<file path="src/rtl/note_pkg.sv">
// Shared definitions for the buzzer audio path: note index width, decoder FSM states
// and the diatonic C4..B6 tone table used by both the tone generator and the detector.
package note_pkg;

    localparam int NOTE_W    = 5;
    localparam int NUM_NOTES = 21;
    localparam logic [NOTE_W-1:0] NOTE_SILENCE = '0;
    localparam logic [NOTE_W-1:0] NOTE_LAST    = NOTE_W'(NUM_NOTES);

    typedef enum logic [1:0] {IDLE, SEARCH, DECIDE} state_t;

    // Tone frequencies in milli-hertz; index 1 = C4 .. index 21 = B6, anything else is silence.
    function automatic int unsigned note_mhz(input int unsigned idx);
        case (idx)
            1:  return 261626;
            2:  return 293665;
            3:  return 329628;
            4:  return 349228;
            5:  return 392000;
            6:  return 440000;
            7:  return 493883;
            8:  return 523251;
            9:  return 587330;
            10: return 659255;
            11: return 698456;
            12: return 783991;
            13: return 880000;
            14: return 987767;
            15: return 1046502;
            16: return 1174659;
            17: return 1318510;
            18: return 1396913;
            19: return 1567982;
            20: return 1760000;
            21: return 1975533;
            default: return 0;
        endcase
    endfunction

    // round(clk_hz / f); evaluated only with constant arguments, so it folds to a table.
    function automatic longint unsigned nominal_period(input longint unsigned clk_hz,
                                                       input int unsigned idx);
        longint unsigned f_mhz;
        f_mhz = 64'(note_mhz(idx));
        if (f_mhz == 64'd0) return 64'd0;
        return (clk_hz * 64'd1000 + f_mhz / 64'd2) / f_mhz;
    endfunction

endpackage

</file>
<file path="src/rtl/note_period_lut.sv">
// Combinational note index -> nominal tone period in clk cycles (0 for silence/out of range).
module note_period_lut
    import note_pkg::*;
#(
    parameter int unsigned CLK_HZ   = 50_000_000,
    parameter int          PERIOD_W = 20
) (
    input  logic [NOTE_W-1:0]   idx,
    output logic [PERIOD_W-1:0] nominal
);

    logic [PERIOD_W-1:0] lut [0:2**NOTE_W-1];

    for (genvar i = 0; i < 2**NOTE_W; i++) begin : g_entry
        assign lut[i] = PERIOD_W'(nominal_period(64'(CLK_HZ), i));
    end

    assign nominal = lut[idx];

endmodule

</file>
<file path="src/rtl/note_detector.sv">
// Measures the period of the incoming buzzer square wave and decodes it to a confirmed
// note index, with silence detection by timeout and CONFIRM-deep debouncing of changes.
module note_detector
    import note_pkg::*;
#(
    parameter int unsigned CLK_HZ    = 50_000_000,
    parameter int          PERIOD_W  = 20,
    parameter int          TOL_SHIFT = 5,
    parameter int          CONFIRM   = 3
) (
    input  logic                clk,
    input  logic                reset_n,
    input  logic                spk_in,
    output logic [NOTE_W-1:0]   note,
    output logic                note_valid,
    output logic                note_change,
    output logic [PERIOD_W-1:0] period
);

    localparam int CNT_W = $clog2(CONFIRM + 1);
    localparam logic [PERIOD_W-1:0] CNT_MAX = '1;

    logic                sync1, sync2, spk_prev;
    logic                rise, armed, timeout, measure;
    logic [PERIOD_W-1:0] cnt, span, meas, nominal;
    logic [PERIOD_W:0]   diff;
    logic                in_tol;

    state_t              state;
    logic [NOTE_W-1:0]   idx, result, candidate;
    logic [CNT_W-1:0]    count;
    logic [NOTE_W-1:0]   dec_cand;
    logic [CNT_W-1:0]    dec_count;
    logic                dec_commit;

    assign rise    = sync2 & ~spk_prev;
    assign timeout = (cnt == CNT_MAX);
    assign span    = cnt + 1'b1;
    assign measure = rise & armed & ~timeout;

    // NOTE: sequential state uses non-blocking assignments only, so every block sees pre-edge values.
    always_ff @(posedge clk or negedge reset_n) begin
        if (!reset_n) begin
            sync1    <= 1'b0;
            sync2    <= 1'b0;
            spk_prev <= 1'b0;
            cnt      <= '0;
            armed    <= 1'b0;
            period   <= '0;
        end else begin
            sync1    <= spk_in;
            sync2    <= sync1;
            spk_prev <= sync2;
            if (rise) begin
                cnt   <= '0;
                armed <= 1'b1;
                if (measure) period <= span;
            end else if (timeout) begin
                armed <= 1'b0;
            end else begin
                cnt <= span;
            end
        end
    end

    note_period_lut #(
        .CLK_HZ   (CLK_HZ),
        .PERIOD_W (PERIOD_W)
    ) u_lut (
        .idx     (idx),
        .nominal (nominal)
    );

    // NOTE: every signal written in always_comb gets a default first, so no latch is inferred.
    always_comb begin
        diff = '0;
        if (meas >= nominal) diff = {1'b0, meas} - {1'b0, nominal};
        else                 diff = {1'b0, nominal} - {1'b0, meas};
        in_tol = (diff <= {1'b0, (nominal >> TOL_SHIFT)});

        dec_cand  = result;
        dec_count = CNT_W'(1);
        if (result == candidate) begin
            dec_cand  = candidate;
            dec_count = (count >= CNT_W'(CONFIRM)) ? CNT_W'(CONFIRM) : count + 1'b1;
        end
        dec_commit = (dec_count == CNT_W'(CONFIRM)) && (dec_cand != note);
    end

    always_ff @(posedge clk or negedge reset_n) begin
        if (!reset_n) begin
            state       <= IDLE;
            idx         <= '0;
            meas        <= '0;
            result      <= '0;
            candidate   <= '0;
            count       <= '0;
            note        <= NOTE_SILENCE;
            note_valid  <= 1'b0;
            note_change <= 1'b0;
        end else begin
            note_change <= 1'b0;
            if (timeout) begin
                // Silence overrides any decode in flight, including a same-cycle DECIDE.
                state     <= IDLE;
                candidate <= '0;
                count     <= '0;
                if (note != NOTE_SILENCE) begin
                    note        <= NOTE_SILENCE;
                    note_valid  <= 1'b0;
                    note_change <= 1'b1;
                end
            end else begin
                case (state)
                    IDLE: begin
                        if (measure) begin
                            meas  <= span;
                            idx   <= NOTE_W'(1);
                            state <= SEARCH;
                        end
                    end
                    SEARCH: begin
                        if (in_tol) begin
                            result <= idx;
                            state  <= DECIDE;
                        end else if (idx == NOTE_LAST) begin
                            result <= NOTE_SILENCE;
                            state  <= DECIDE;
                        end else begin
                            idx <= idx + 1'b1;
                        end
                    end
                    DECIDE: begin
                        candidate <= dec_cand;
                        count     <= dec_count;
                        if (dec_commit) begin
                            note        <= dec_cand;
                            note_valid  <= (dec_cand != NOTE_SILENCE);
                            note_change <= 1'b1;
                        end
                        state <= IDLE;
                    end
                    default: state <= IDLE;
                endcase
            end
        end
    end

endmodule

</file>
<file path="config.mk">
export PLATFORM = sky130hd
export DESIGN_NAME = note_detector
export DESIGN_NICKNAME = d
export VERILOG_FILES = /design/src/rtl/note_pkg.sv /design/src/rtl/note_period_lut.sv /design/src/rtl/note_detector.sv
export SDC_FILE = /design/constraint.sdc
export NUM_CORES = 1
export LEC_CHECK = 0
export CORE_MARGIN = 2
export CORE_UTILIZATION = 40
export CTS_CLUSTER_DIAMETER = 80
export DETAILED_ROUTE_END_ITERATION = 7
export GPL_ROUTABILITY_DRIVEN = 0
export MAX_ROUTING_LAYER = met4
export PLACE_DENSITY = 0.64
export SYNTH_ARGS = -nofsm -noshare
export SYNTH_HDL_FRONTEND = slang
export SYNTH_HIERARCHICAL = 1
export SYNTH_SLANG_ARGS = --single-unit
</file>
<file path="constraint.sdc">
create_clock -name clk -period 18.74 [get_ports clk]
set_input_delay 2.811 -clock clk [delete_from_list [all_inputs] [get_ports clk]]
set_output_delay 2.811 -clock clk [all_outputs]
set_load 0.01 [all_outputs]
</file>
# Word-level counts from Yosys, hierarchy flattened
# Memories as Yosys holds them, arrays and structs flattened.
# Cells that the tools add are included.
[classes]
add_sub_neg = 5
magnitude_cmp = 4
eq_ne = 14
muxes = 37
n_bitwise = 6
reduce_logical = 15
[op_table]
columns = ["operator", "n"]
rows = [
  ["$mux 20", 4],
  ["$mux 5", 12],
  ["$sub 20x20->21", 2],
  ["$le 21x15->1", 1],
  ["$mux 21", 1],
  ["$add 20x1->20 const B", 1],
  ["$eq 20x20->1 const B", 1],
  ["$ge 20x20->1", 1],
  ["$mux 2", 8],
  ["$mux 1", 10],
  ["$pmux 5 s2", 1],
  ["$reduce_bool 2->1", 5],
  ["$reduce_bool 5->1", 2],
  ["$reduce_and 3->1", 3],
  ["$ne 2x2->1 const B", 4],
  ["$ge 6x6->1 const B", 1],
  ["$not 5->6", 1],
  ["$add 5x1->5 const B", 1],
  ["$eq 5x5->1", 1],
  ["$eq 5x5->1 const B", 1],
  ["$ne 5x5->1", 1],
  ["$reduce_and 5->1", 1],
  ["$eq 2x2->1 const B", 2],
  ["$ne 4x4->1 const B", 1],
  ["other kinds (11)", 15],
]
[word_totals]
reg_bits = 90
romBits = 640
out_inout_bits = 27
n_memories = 1
[mem_list]
columns = ["name", "words", "width", "read_ports", "rd_ports_with_merged_regs", "wr", "line_no", "source"]
rows = [
  ["(no name shown)", 32, 20, 1, 0, 0, "note_period_lut.sv:18", "assign nominal = lut[idx];"],
]

# Depth between registers and ports, before layout
# Gate-level depths: netlist of the first run.
[logic_depth]
ltp_word = 10
depth_mapped = 28
ltp_nobuf = 26

# Hierarchy
# Netlist of the first run, hierarchy kept.
[by_module_without_submodules]
columns = ["module", "instances", "cells_per_inst", "area_per_inst_um2", "seq_area_each_um2"]
rows = [
  ["note_detector", 1, 746, 6406.1, 2252.2],
  ["note_period_lut", 1, 115, 797.0, 0.0],
]

# Least setup slack after synthesis of the first run
# OpenSTA, ideal clock, no wires.
[synth_timing]
path_type = "register -> register"
start = "register idx[1]"
end = "register result[0]"
setup_ps = 121
arrival_ps = 6076
setup_slack_ps = 12543
stages_incl_launch_ff = 28
n_path_buf = 2
synth_period_minus_slack_ps = 6197
cell_sequence = "dfrtp_1 -> inv_1 -> ha_1 -> nand2_1 -> and3_1 -> o31ai_1 -> ha_1 -> buf_2 -> nand4_2 -> or3_1 -> nand4b_1 -> a21oi_1 -> o21ba_2 -> buf_2 -> mux2i_1 -> o21ai_0 -> a221o_1 -> xor2_1 -> ha_1 -> a21o_1 -> a21oi_1 -> nor2b_1 -> a2111oi_0 -> o211ai_1 -> o2bb2ai_1 -> nor4_4 -> o21bai_2 -> a22o_1"
[synth_via]
elab_chain_cells = 9
word_cells_on_any_way = 13
[synth_rtl]
columns = ["element", "line_no", "source"]
rows = [
  ["start, declared", "note_detector.sv:30", "logic [NOTE_W-1:0] idx, result, candidate;"],
  ["start signal, assigned", "note_detector.sv:130", "idx <= idx + 1'b1;"],
  ["$not 5->6 (implied by the code) *", "note_period_lut.sv:18", ""],
  ["$mem_v2 32x20 *", "--", ""],
  ["$mux 20 (implied by the code) * (2 in series)", "note_period_lut.sv:18", ""],
  ["net nominal[10]", "note_detector.sv:25", "logic [PERIOD_W-1:0] cnt, span, meas, nominal;"],
  ["$sub 20x20->21 (tied with other cells)", "note_detector.sv:78", "else diff = {1'b0, nominal} - {1'b0, meas};"],
  ["$mux 21", "note_detector.sv:77", "if (meas >= nominal) diff = {1'b0, meas} - {1'b0, nominal};"],
  ["$le 21x15->1 *", "note_detector.sv:79", "in_tol = (diff <= {1'b0, (nominal >> TOL_SHIFT)});"],
  ["$reduce_bool 2->1 (no source line)", "--", ""],
  ["$reduce_and 3->1 (no source line)", "--", ""],
  ["end signal, assigned", "note_detector.sv:124", "result <= idx;"],
  ["end, declared", "note_detector.sv:30", ""],
]
# Mark *: on every way through the listed nets, which the timed path passes. The rest lies on a longest branch. The select of a mux whose other input is x is not followed.
# A chain may end at the register's enable or synchronous reset.

# Worst setup path after layout of the first run
[layout_timing]
start = "register idx[1]"
end = "register result[1]"
# Same word-level chain as after synthesis.

==> results.md, run 1 <==
GRT:
- The global-route wire length before repair is between 30000 and 40000 µm.
- The number of global-route vias before repair is around 5800.
- The number of antenna violations at the first check in global routing was 0.
- The total congestion overflow is 0.
- Entering global routing, the biggest net connects 74 pins.
- Global routing used around a fifth of the available tracks across all layers.

Clock network:
- The number of setup buffers added after CTS is 0.
- The number of hold buffers added after CTS was 0.
- TritonCTS built the clock tree.
- The number of CTS-inserted buffers is 9.
- The total number of H-tree levels is 3.
- The number of gates resized after CTS is 0.
- The clock sink count is 90.
- The clock transition at the registers of the reported paths is 0.06 ns.
- The tree is rooted in a clkbuf_16.
- The maximum clock path buffer count is 2.
- The later pin in the worst-skew pair is clocked with a latency of 0.34 ns.

Synthesis:
- The synthesized netlist devotes 18.12% of its cell area to simple gates.
- The cell area after technology mapping is roughly 7200 µm².
- The number of different library cells used by synthesis comes to around 80.
- The fraction of synthesis flops using an asynchronous set or reset pin is 100.0%.
- The synthesized netlist devotes 23.33% of its cell area to compound gates.
- Of the total synthesized cell area, the portion taken by XOR and XNOR cells is 5.350%.
- For this run, the leading register cell type out of synthesis is dfrtp_1.
- After synthesis the netlist holds a flip-flop and latch count of 90.
- The dominant combinational cell family by area after synthesis is compound AO/OA/AOI/OAI gates.
- The per-instance average area after synthesis is 8.366 µm².
- The number of synthesis warnings is 6.
- Counting flops with a built-in enable in the synthesized netlist gives 0.
- The count of mapped cells out of synthesis is between 800 and 900.
- The share of synthesized cell area in full adder, half adder and majority cells is 12.19%.
- In the synthesized netlist, mux cells make up 2.571% of the area.
- The sequential cell area fraction in the yosys report is between 30% and 40%.

Critical path:
- The critical path in this run is classified as flip-flop to flip-flop.
- The endpoint identified for the worst register-to-register timing path is result[1].
- The slack of the worst reg-to-reg path is 11.46 ns.
- The startpoint kind of the worst setup timing path is a flip-flop.
- In this run the critical register-to-register path is launched from idx[1].
- The dominant delay contributor by cell family on the critical path is compound AO/OA/AOI/OAI gates.
- The delay of the slowest cell on the worst path is 0.60 ns.
- For the worst setup path, the data required time is 18.96 ns.
- For this design, the slowest cell found on the critical path is dfrtp_1.
- The buffering stage count on the worst path with inverters included is 1.
- The cell repeated most along the worst path is ha_1.
- The element type at the critical path end is a flip-flop.
- Of all nets on the critical path, the largest fanout is 14.
- The data arrival time of the critical path is 7.51 ns.
- The logic depth of the worst register-to-register path is 25.

Timing:
- Across the routed clock network, the largest skew measured is 0.007812 ns.
- Setup repair after global routing left no endpoint under its margin.
- The max-slew violation total from the final report is 0.
- The fmax is 137.3 MHz.
- The number of endpoints with negative hold slack in the final report came to 0.
- The smallest setup slack after layout is ~11 ns.
- For the pin with the worst max-slew slack, the measured transition is 1.083 ns.
- The total setup violations reported at the end of the flow is 0.
- The fraction of the cycle the final worst path needs is between 30 and 40%.
- For the final routed database, the setup TNS stands at 0 ns.
- The shortest clock period the worst path allows after layout is 7.285 ns.
- Headroom to the max-slew limit came out at 27.83%.

Floorplan:
- The die outline width is 138.2 µm.
- The starting density of the core is 40.37%.
- 30 I/O pins were placed.
- The die boundary height is between 100 and 150 µm.
- The floorplan step defined a die boundary enclosing ~19000 µm².
- The core footprint is 17840 µm².
- The floorplan has 49 rows.

Detailed routing:
- For this run, design rule violations remaining after detail routing come to 0.
- The initial detailed-routing violation count is between 400 and 500.
- The number of nets with antenna violations after routing is 0.
- The vias per cell is between 5 and 6.
- The first-pass iteration count of the detailed router is 5.
- The total via count in the routed design is 6184.
- After detailed routing, the average wire length per cell comes to 16.53 µm.
- The total routed wirelength is 18130 µm.

Layout:
- For this run, the post-layout net count is 935.
- The area growth from synthesis to final layout is 9.797%.
- The final cell area excluding filler cells is 7909 µm².
- The filler cell count in the final layout is 1761.
- The proportion of layout cells with a drive suffix above 1 is 5.530%.
- The post-layout utilization of the core is 44.33%.
- The number of antenna diodes in the final layout is 0.

Place:
- In this run the tool buffered the top-level ports with 29 buffer cells.
- The placement-stage worst setup slack is about 12 ns.
- The area of placed instances is 7580 µm².
- The final HPWL from detailed placement is ~14000 µm.

Min path:
- The launch instance of the worst min-delay path is sync1.
- The hold path endpoint is sync2.
- In this run the worst hold path is classified as flip-flop to flip-flop.
- Counting instances, the worst hold path has a depth of 0.

Outcome:
- The flow ran to the end, and the final reports show no timing, DRC or antenna violations.

Flow run:
- The tool flagged a number of max-cap violations equal to 0.
cell families after synthesis:
family / Yosys count
DFF: 90
other: 1
buffers and inverters: 114
muxes: 18
adders and majority gates: 69
xor gates and xnor gates: 44
and+or+nand+nor: 258
AOI/OAI and AO/OA: 267
Yosys cell counts, types with 17 or more instances:
| master | count | share of area, % |
|---|---|---|
| nand3_1 | 26 | 1.8 |
| clkbuf_1 | 17 | 0.89 |
| o211ai_1 | 17 | 1.8 |
| inv_1 | 66 | 3.4 |
| o21ai_0 | 74 | 5.1 |
| a21oi_1 | 81 | 5.6 |
| dfrtp_1 | 90 | 31 |
| nor2_1 | 42 | 2.2 |
| xnor2_1 | 23 | 2.8 |
| xor2_1 | 21 | 2.6 |
| nand2_1 | 99 | 5.2 |
| ha_1 | 67 | 12 |
worst max path at each step:
| stage | startpoint | end | depth (start not counted) |
|---|---|---|---|
| after global placement | idx[1] | result[4] | 25 |
| after detailed placement | idx[1] | result[0] | 25 |
| after floorplan | idx[1] | result[0] | 27 |
| after global routing | idx[1] | result[2] | 26 |
| after CTS | idx[1] | result[2] | 25 |
| final | idx[1] | result[1] | 25 |
placed cells by master (no fill, tap or decap), types with 9 or more instances in the layout:
cell type and count:
xor2_1 21, nand2_1 99, mux2i_1 14, nand3_1 26, clkdlybuf4s50_1 28, nand2b_1 10
a21oi_1 81, nand4_1 14, nor2b_1 13, xnor2_1 23, o21ai_0 74, inv_1 66
nor3_1 13, nor2_1 42, clkbuf_16 9, a21o_1 13, dfrtp_1 90, o211ai_1 17
buf_4 9, ha_1 67
per-stage QoR:
| step | hold WS (ns) | instances |
|---|---|---|
| 6_report | 0.3495 | 1097 |
| 5_1_grt | 0.3540 | 1097 |
| 4_1_cts | 0.3533 | 1097 |
| 3_5_place_dp | 0.3389 | 1081 |
| 3_3_place_gp | 0.3368 | 1081 |
| 2_1_floorplan | 0.3312 | 862 |
cell type report:
type / instances / area [µm²] / share of cell area, %
timing repair buffer: 37 / 347.8 / 4.398
sequential: 90 / 2252 / 28.48
clock buffer: 10 / 239.0 / 3.022
clock inverter: 6 / 90.09 / 1.139
inverter: 67 / 251.5 / 3.180
multi-input combinational: 658 / 4442 / 56.16
tap: 229 / 286.5 / 3.623
sequential cells by signal (all words and copies together), names as in the netlist, 2 cells and up:
name / cells
idx: 5
candidate: 5
result: 5
state: 2
period: 20
meas: 20
cnt: 20
count: 2
note: 5
worst reg2reg max path, cell delays in order (launching register included):
cell and delay [ns]:
dfrtp_1 0.60, inv_1 0.26, ha_1 0.45, nand2_1 0.09, and3_1 0.19, o31ai_1 0.35, ha_1 0.41, nand4_2 0.22
or3_1 0.14, nand4b_1 0.11, a21oi_1 0.29, o21ba_2 0.42, mux2i_1 0.30, o21ai_0 0.17, a221o_1 0.38, xor2_1 0.25
ha_1 0.31, a21o_1 0.16, a21oi_1 0.14, nor2b_1 0.06, a2111oi_0 0.55, o211ai_1 0.18, o2bb2ai_1 0.20, nor4_4 0.47
o21bai_2 0.21, a22o_1 0.28
routing by layer:
metal	GRT usage (%)	vias to the layer above	share of wire, %
met2	28.43	202	42
met4	7.680	0	3.1
met5	-	-	0
li1	-	3050	-
met3	2.667	35	5.7
met1	28.33	2897	49
Power of run 1 is not shown: default switching activity piles up to over one toggle a cycle in this logic, so the estimate is an artifact.
==> run 2, diff against run 1 <==
- PLACE_DENSITY: 0.64 -> 0.67
- clock period: 18.74 -> 6.25 ns (I/O delays scaled with it)
==> results.md, run 2 (synthesized netlist as in run 1, its figures left out) <==
Timing:
- The setup clock skew after layout is 0.006841 ns (-0.0009711 ns).
- The shortest clock period the worst path allows after layout was 5.800 ns (-1.485 ns).
- The fmax is 172.4 MHz (+26%).
- Setup repair after global routing left no endpoint under its margin.
- The fraction of the cycle the final worst path needs is 92.80% (+54 points).
- The number of endpoints with negative hold slack in the final report is 0 (unchanged).
- The transition time at the pin with the least slew margin is 1.023 ns (-0.05966 ns).
- The total setup violations reported at the end of the flow came to 0 (unchanged).
- The headroom to the max-slew limit came to 31.81% (+4.0 points).
- The max-slew violation total from the final report is 0 (unchanged).
- The final-layout setup total negative slack is 0 ns (unchanged).
- The smallest setup slack after layout is 0.4498 ns (-11.01 ns).

Detailed routing:
- The vias per cell is 5.718 (+1.4%).
- The average routed wire per standard cell is 17.07 µm (+3.3%).
- The number of nets with antenna violations after routing is 0 (unchanged).
- The total via count in the routed design is 6416 (+3.8%).
- The total routed wirelength is 19160 µm (+5.7%).
- The remaining routing DRC violations was 0 (unchanged).
- The first-pass iteration count of the detailed router is 5 (unchanged).
- The initial detailed-routing violation count is 574 (+43%).

Floorplan:
- The starting density of the core is 40.37% (unchanged).
- The die outline width was 138.2 µm (unchanged).
- The die boundary height is 138.2 µm (unchanged).
- The area enclosed by the die boundary is 19100 µm² (unchanged).
- The core footprint is 17840 µm² (unchanged).
- The row count is 49 (unchanged).
- The number of top-level pins is 30 (unchanged).

Layout:
- The leading cell type in the layout, fill and taps excluded is nand2_1.
- The antenna diode instance count is 0 (unchanged).
- The count of nets after finishing came to 960 (+2.7%).
- In the layout the commonest cells are nand2_1 (99), dfrtp_1 (87), a21oi_1 (77).
- The largest registers in the layout are cnt: 20 flops, meas: 20 flops, period: 20 flops.
- The proportion of layout cells with a drive suffix above 1 is 10.75% (+5.2 points).
- The area growth from synthesis to final layout is 13.74%.

Critical path:
- Counting stages on the worst path, the most repeated cell is buf_4.
- In this run the critical register-to-register path is launched from idx[0].
- The logic depth of the worst register-to-register path is 24 (-4.0%).
- The critical path goes through buf_4 > ha_1 > a32o_1 > a211o_1 > ha_2 > buf_4 > nand4_1 > or2_2 > o21ba_2 > mux2i_1 > o21ai_1 > a221o_1 > xor2_1 > ha_1 > a21o_1 > a21oi_1 > nor2b_1 > a2111oi_2 > o211ai_1 > o2bb2ai_1 > nor4_4 > buf_4 > o21bai_2 > a22o_1.
- The path type of the worst setup path is flip-flop to flip-flop.
- The number of cells on the critical path is 24 (-4.0%).
- The worst setup path is launched from a flip-flop.
- The slack of the worst reg-to-reg path is 0.45 ns (-11.01 ns).
- The element type at the critical path end is a flip-flop.
- The cell with the largest stage delay on the worst path is ha_2.
- The launch point of the worst path is idx[0].
- The buffering stage count on the worst path with inverters included came to 3 (+2).
- The worst path required time is 6.48 ns (-12.48 ns).
- The last element of the critical path is result[4].
- The dominant delay contributor by cell family on the critical path is compound AO/OA/AOI/OAI gates.
- The delay of the slowest cell on the worst path was 0.42 ns (-0.18 ns).
- The largest fanout of any net on the critical path is 15 (+1).
- The data arrival time of the critical path is 6.03 ns (-1.48 ns).
- The end of the worst register-to-register path is result[4].

Place:
- The placement-stage worst setup slack is 0.01902 ns (-11.56 ns).
- The final HPWL from detailed placement is 14750 µm (+5.4%).
- The number of buffer cells added on primary ports is 29 (unchanged).

Flow run:
- The number of max-cap violations came to 0 (unchanged).

GRT:
- The number of global-route vias before repair was 6038 (+3.2%).
- The total congestion overflow is 0 (unchanged).
- The global-route usage over all layers is 20.45% (+0.67 points).
- The pin count of the biggest net entering global routing came to 76 (+2.7%).
- The number of antenna violations at the first check in global routing was 0 (unchanged).
- The global-route wire length before repair was 31220 µm (+2.7%).

Clock network:
- The total number of H-tree levels is 3 (unchanged).
- The TritonCTS clock tree is built.
- The clock transition at the registers of the reported paths came to 0.06 ns (about the same).
- The maximum clock path buffer count was 2 (unchanged).
- The number of buffers inserted to repair setup after CTS came to 0 (unchanged).
- The clock root buffer is clkbuf_16.
- The number of CTS-inserted buffers was 9 (unchanged).
- The worst-skew pair later-pin latency is 0.34 ns (about the same).
- The clock sink count is 90 (unchanged).

Min path:
- In this run the worst hold path is classified as flip-flop to flip-flop.
- The startpoint identified for the worst hold timing path is sync1.

Outcome:
- The flow ran to the end, and the final reports show no timing, DRC or antenna violations.
-- run 2: cell types whose count changed in the layout (fill, tap and decap cells not counted), moves of 2 or more --
cell and change:
o21ai_0 -2, buf_4 +25, dfrtp_1 -3, ha_4 +2
ha_1 -8, ha_2 +6, dfrtp_2 +3, a21oi_1 -4
a21oi_2 +4, inv_6 +2, o21ai_2 +2
-- run 2: layout make-up --
type | count | area, µm²
clock inverters | 7 | 101.3
fillers | 1725 | 9648
repair buffers | 62 | 535.5
well taps | 229 | 286.5
multi-input cells | 658 | 4537
clock buffers | 9 | 225.2
inverters | 67 | 251.5
flip-flops and latches | 90 | 2256
-- run 2: how the worst min path moves through the flow --
stage	depth (start not counted)	slack (ns)	endpoint
after floorplan	0	0.33	sync2
after global placement	0	0.34	sync2
after detailed placement	0	0.33	sync2
after CTS	0	0.35	sync2
after global routing	0	0.37	sync2
final	0	0.35	sync2
-- run 2: metrics by stage --
| step | util (%) | area [µm²] | instances | hold slack [ns] |
|---|---|---|---|---|
| finish | 45.92 | 8193 | 1122 | 0.3484 |
| global route | 45.92 | 8193 | 1122 | 0.3731 |
| CTS | 45.37 | 8094 | 1122 | 0.3491 |
| detailed placement | 43.54 | 7767 | 1106 | 0.3347 |
| global placement | 43.54 | 7767 | 1106 | 0.3353 |
| floorplan | - | 7207 | 862 | 0.3312 |
-- run 2: metal layers --
layer / vias to the layer above / wire length [µm] / global-route usage, %
li1: 3094 / - / -
met1: 3043 / 8936 / 28.68
met2: 245 / 8571 / 30.85
met3: 34 / 1216 / 3.256
met4: 0 / 431 / 5.639
met5: - / 0 / -
-- run 2: repair_timing --
| item | 4_1_cts | 5_1_grt |
|---|---|---|
| resized for setup | 0 | 28 |
| hold buffers | 0 | 0 |
| setup endpoints to repair | 0 | 12 |
-- run 2: worst register-to-register path, cell delays in order, from the launching register on --
cell	delay [ns]
dfrtp_1	0.37
buf_4	0.20
ha_1	0.30
a32o_1	0.27
a211o_1	0.32
ha_2	0.42
buf_4	0.16
nand4_1	0.16
or2_2	0.35
o21ba_2	0.23
mux2i_1	0.20
o21ai_1	0.14
a221o_1	0.37
xor2_1	0.16
ha_1	0.29
a21o_1	0.16
a21oi_1	0.13
nor2b_1	0.07
a2111oi_2	0.37
o211ai_1	0.13
o2bb2ai_1	0.18
nor4_4	0.15
buf_4	0.20
o21bai_2	0.12
a22o_1	0.25
Power of run 2 is left out for the same reason.
==> run 3, diff against run 2 <==
- PLACE_DENSITY: 0.67 -> 0.64
- clock period: 6.25 -> 6.08 ns (I/O delays scaled with it)
==> results.md, run 3 (synthesized netlist as in run 1, its figures left out) <==
Outcome:
- The run finished with clean final reports.

Clock network:
- The worst-skew pair later-pin latency came to 0.34 ns (about the same).
- The maximum clock path buffer count is 2 (unchanged).
- The clock sink count was 90 (unchanged).
- Clock tree synthesis selected as its root buffer the cell clkbuf_16.
- The total number of H-tree levels was 3 (unchanged).
- The number of CTS-inserted buffers is 9 (unchanged).
- The clock transition at the registers of the reported paths is 0.06 ns (about the same).
- The TritonCTS clock tree is built.

Detailed routing:
- The number of nets with antenna violations after routing is 0 (unchanged).
- The initial detailed-routing violation count is 524 (-8.7%).
- The average routed wire per standard cell is 17.00 µm (-0.44%).
- The remaining routing DRC violations is 0 (unchanged).
- The vias per cell is 5.602 (-2.0%).
- The total routed wirelength was 19510 µm (+1.9%).
- The first-pass iteration count of the detailed router came to 6 (+1).
- The total via count in the routed design is 6431 (+0.23%).

Critical path:
- The largest fanout of any net on the critical path was 15 (unchanged).
- The cell that appears most often on the critical path is a21oi_1.
- The slowest stage of the critical path belongs to the cell dfrtp_2.
- By startpoint and endpoint, the worst setup path is classified as flip-flop to flip-flop.
- The delay of the slowest cell on the worst path is 0.40 ns (-0.02 ns).
- The element type at the critical path end is a flip-flop.
- The worst path required time came to 6.31 ns (-0.17 ns).
- The data arrival time of the critical path is 6.10 ns (+0.07 ns).
- The startpoint kind of the worst setup timing path is a flip-flop.

Timing:
- The headroom to the max-slew limit is 27.71% (-4.1 points).
- The shortest clock period the worst path allows after layout is 5.870 ns (+0.07025 ns).
- The setup clock skew after layout is 0.01099 ns (+0.004146 ns).
- The total setup violations reported at the end of the flow is 0 (unchanged).
- The fmax is 170.3 MHz (-1.2%).
- The worst hold margin came to 0.3517 ns (+0.003335 ns).
- The transition time at the pin with the least slew margin is 1.084 ns (+0.06145 ns).
- The number of endpoints with negative hold slack in the final report is 0 (unchanged).
- The fraction of the cycle the final worst path needs came to 96.55% (+3.8 points).
- The max-slew violation total from the final report is 0 (unchanged).

Min path:
- The worst hold path belongs to the class flip-flop to flip-flop.

Place:
- The number of buffer cells added on primary ports was 29 (unchanged).
- The final HPWL from detailed placement is 15140 µm (+2.7%).
- The number of placed cells counting well taps came to 1126 (+1.8%).
- The area of placed instances is 7943 µm² (+2.3%).

GRT:
- The number of antenna violations at the first check in global routing is 0 (unchanged).
- The pin count of the biggest net entering global routing is 48 (-37%).
- The number of global-route vias before repair is 6163 (+2.1%).
- The global-route usage over all layers is 20.70% (+0.25 points).
- The global-route wire length before repair came to 31820 µm (+1.9%).
- The total congestion overflow was 0 (unchanged).

Layout:
- The proportion of layout cells with a drive suffix above 1 is 14.80% (+4.0 points).
- The antenna diode instance count is 0 (unchanged).
- Leaving out fill and tap cells, the most frequent cells in the layout are nand2_1 (99), dfrtp_1 (85), a21oi_1 (76).
- Leaving out fill and tap cells, the most frequent cell in the layout is nand2_1.
- The final cell area excluding filler cells is 8481 µm² (+3.5%).
- Relative to the synthesized area, the layout overhead comes to 17.73%.
- In the final layout, the registers with the most flip-flops are cnt: 20 flops, meas: 20 flops, period: 20 flops.
- The filler cell count in the final layout was 1751 (+1.5%).
- The post-layout utilization of the core is 47.53% (+1.6 points).
- The count of nets after finishing is 986 (+2.7%).
- The count of placed standard cells in the final layout, fillers left out is 1148 (+2.3%).

Floorplan:
- The die boundary height came to 138.2 µm (unchanged).
- The starting density of the core is 40.37% (unchanged).
- The core footprint is 17840 µm² (unchanged).
- The area enclosed by the die boundary is 19100 µm² (unchanged).
- The die outline width is 138.2 µm (unchanged).
- The row count is 49 (unchanged).
- The number of top-level pins is 30 (unchanged).

Flow run:
- The number of max-cap violations came to 0 (unchanged).
[run 3: stage by stage]
stage,setup WS (ns),setup TNS (ns)
3_3_place_gp,-0.07337,-0.5147
5_1_grt,-0.04767,-0.1282
2_1_floorplan,0.01268,0
6_report,0.2095,0
3_5_place_dp,-0.1372,-1.008
4_1_cts,0.003038,0
[run 3: path summary, 6_finish.rpt]
check | startpoint | to | slack, ns | depth (start not counted)
worst max-delay path | idx[0] | result[3] | 0.21 | 25
worst min-delay path | sync1 | sync2 | 0.35 | 0
worst max register to register | idx[0] | result[3] | 0.21 | 25
worst min register to register | sync1 | sync2 | 0.35 | 0
max in group asynchronous | reset_n | idx[2] | 4.52 | 2
min in group asynchronous | reset_n | note[3] | 0.56 | 1
[run 3: what timing repair did]
item	in CTS	in global routing
gates cloned	0	0
hold buffers	0	0
setup endpoints to repair	10	12
buffers inserted	0	6
resized for setup	0	46
pin swaps	1	15
[run 3: cell type report]
| class | count | area, µm² | share of cell area [%] |
|---|---|---|---|
| repair buffers | 88 | 750.7 | 8.852 |
| clock inverters | 4 | 51.30 | 0.6049 |
| well taps | 229 | 286.5 | 3.379 |
| inverters | 67 | 251.5 | 2.965 |
| multi-input cells | 658 | 4626 | 54.54 |
| flip-flops and latches | 90 | 2258 | 26.63 |
| clock buffers | 12 | 256.5 | 3.024 |
[run 3: critical path: cells and delay by family (launching register included)]
family	cells	cell delay [ns]
compound gates	16	3.32
mux	1	0.19
flops	1	0.40
xor+xnor	1	0.17
buf+inv	2	0.36
simple gates	2	0.35
fa+ha+maj	3	0.96
[run 3: layer usage]
layer	global-route usage, %	wire, µm
met2	30.93	8582
met1	29.30	9151
met5	-	0
met3	3.048	1337
met4	6.015	439
Power of run 3 is left out for the same reason.
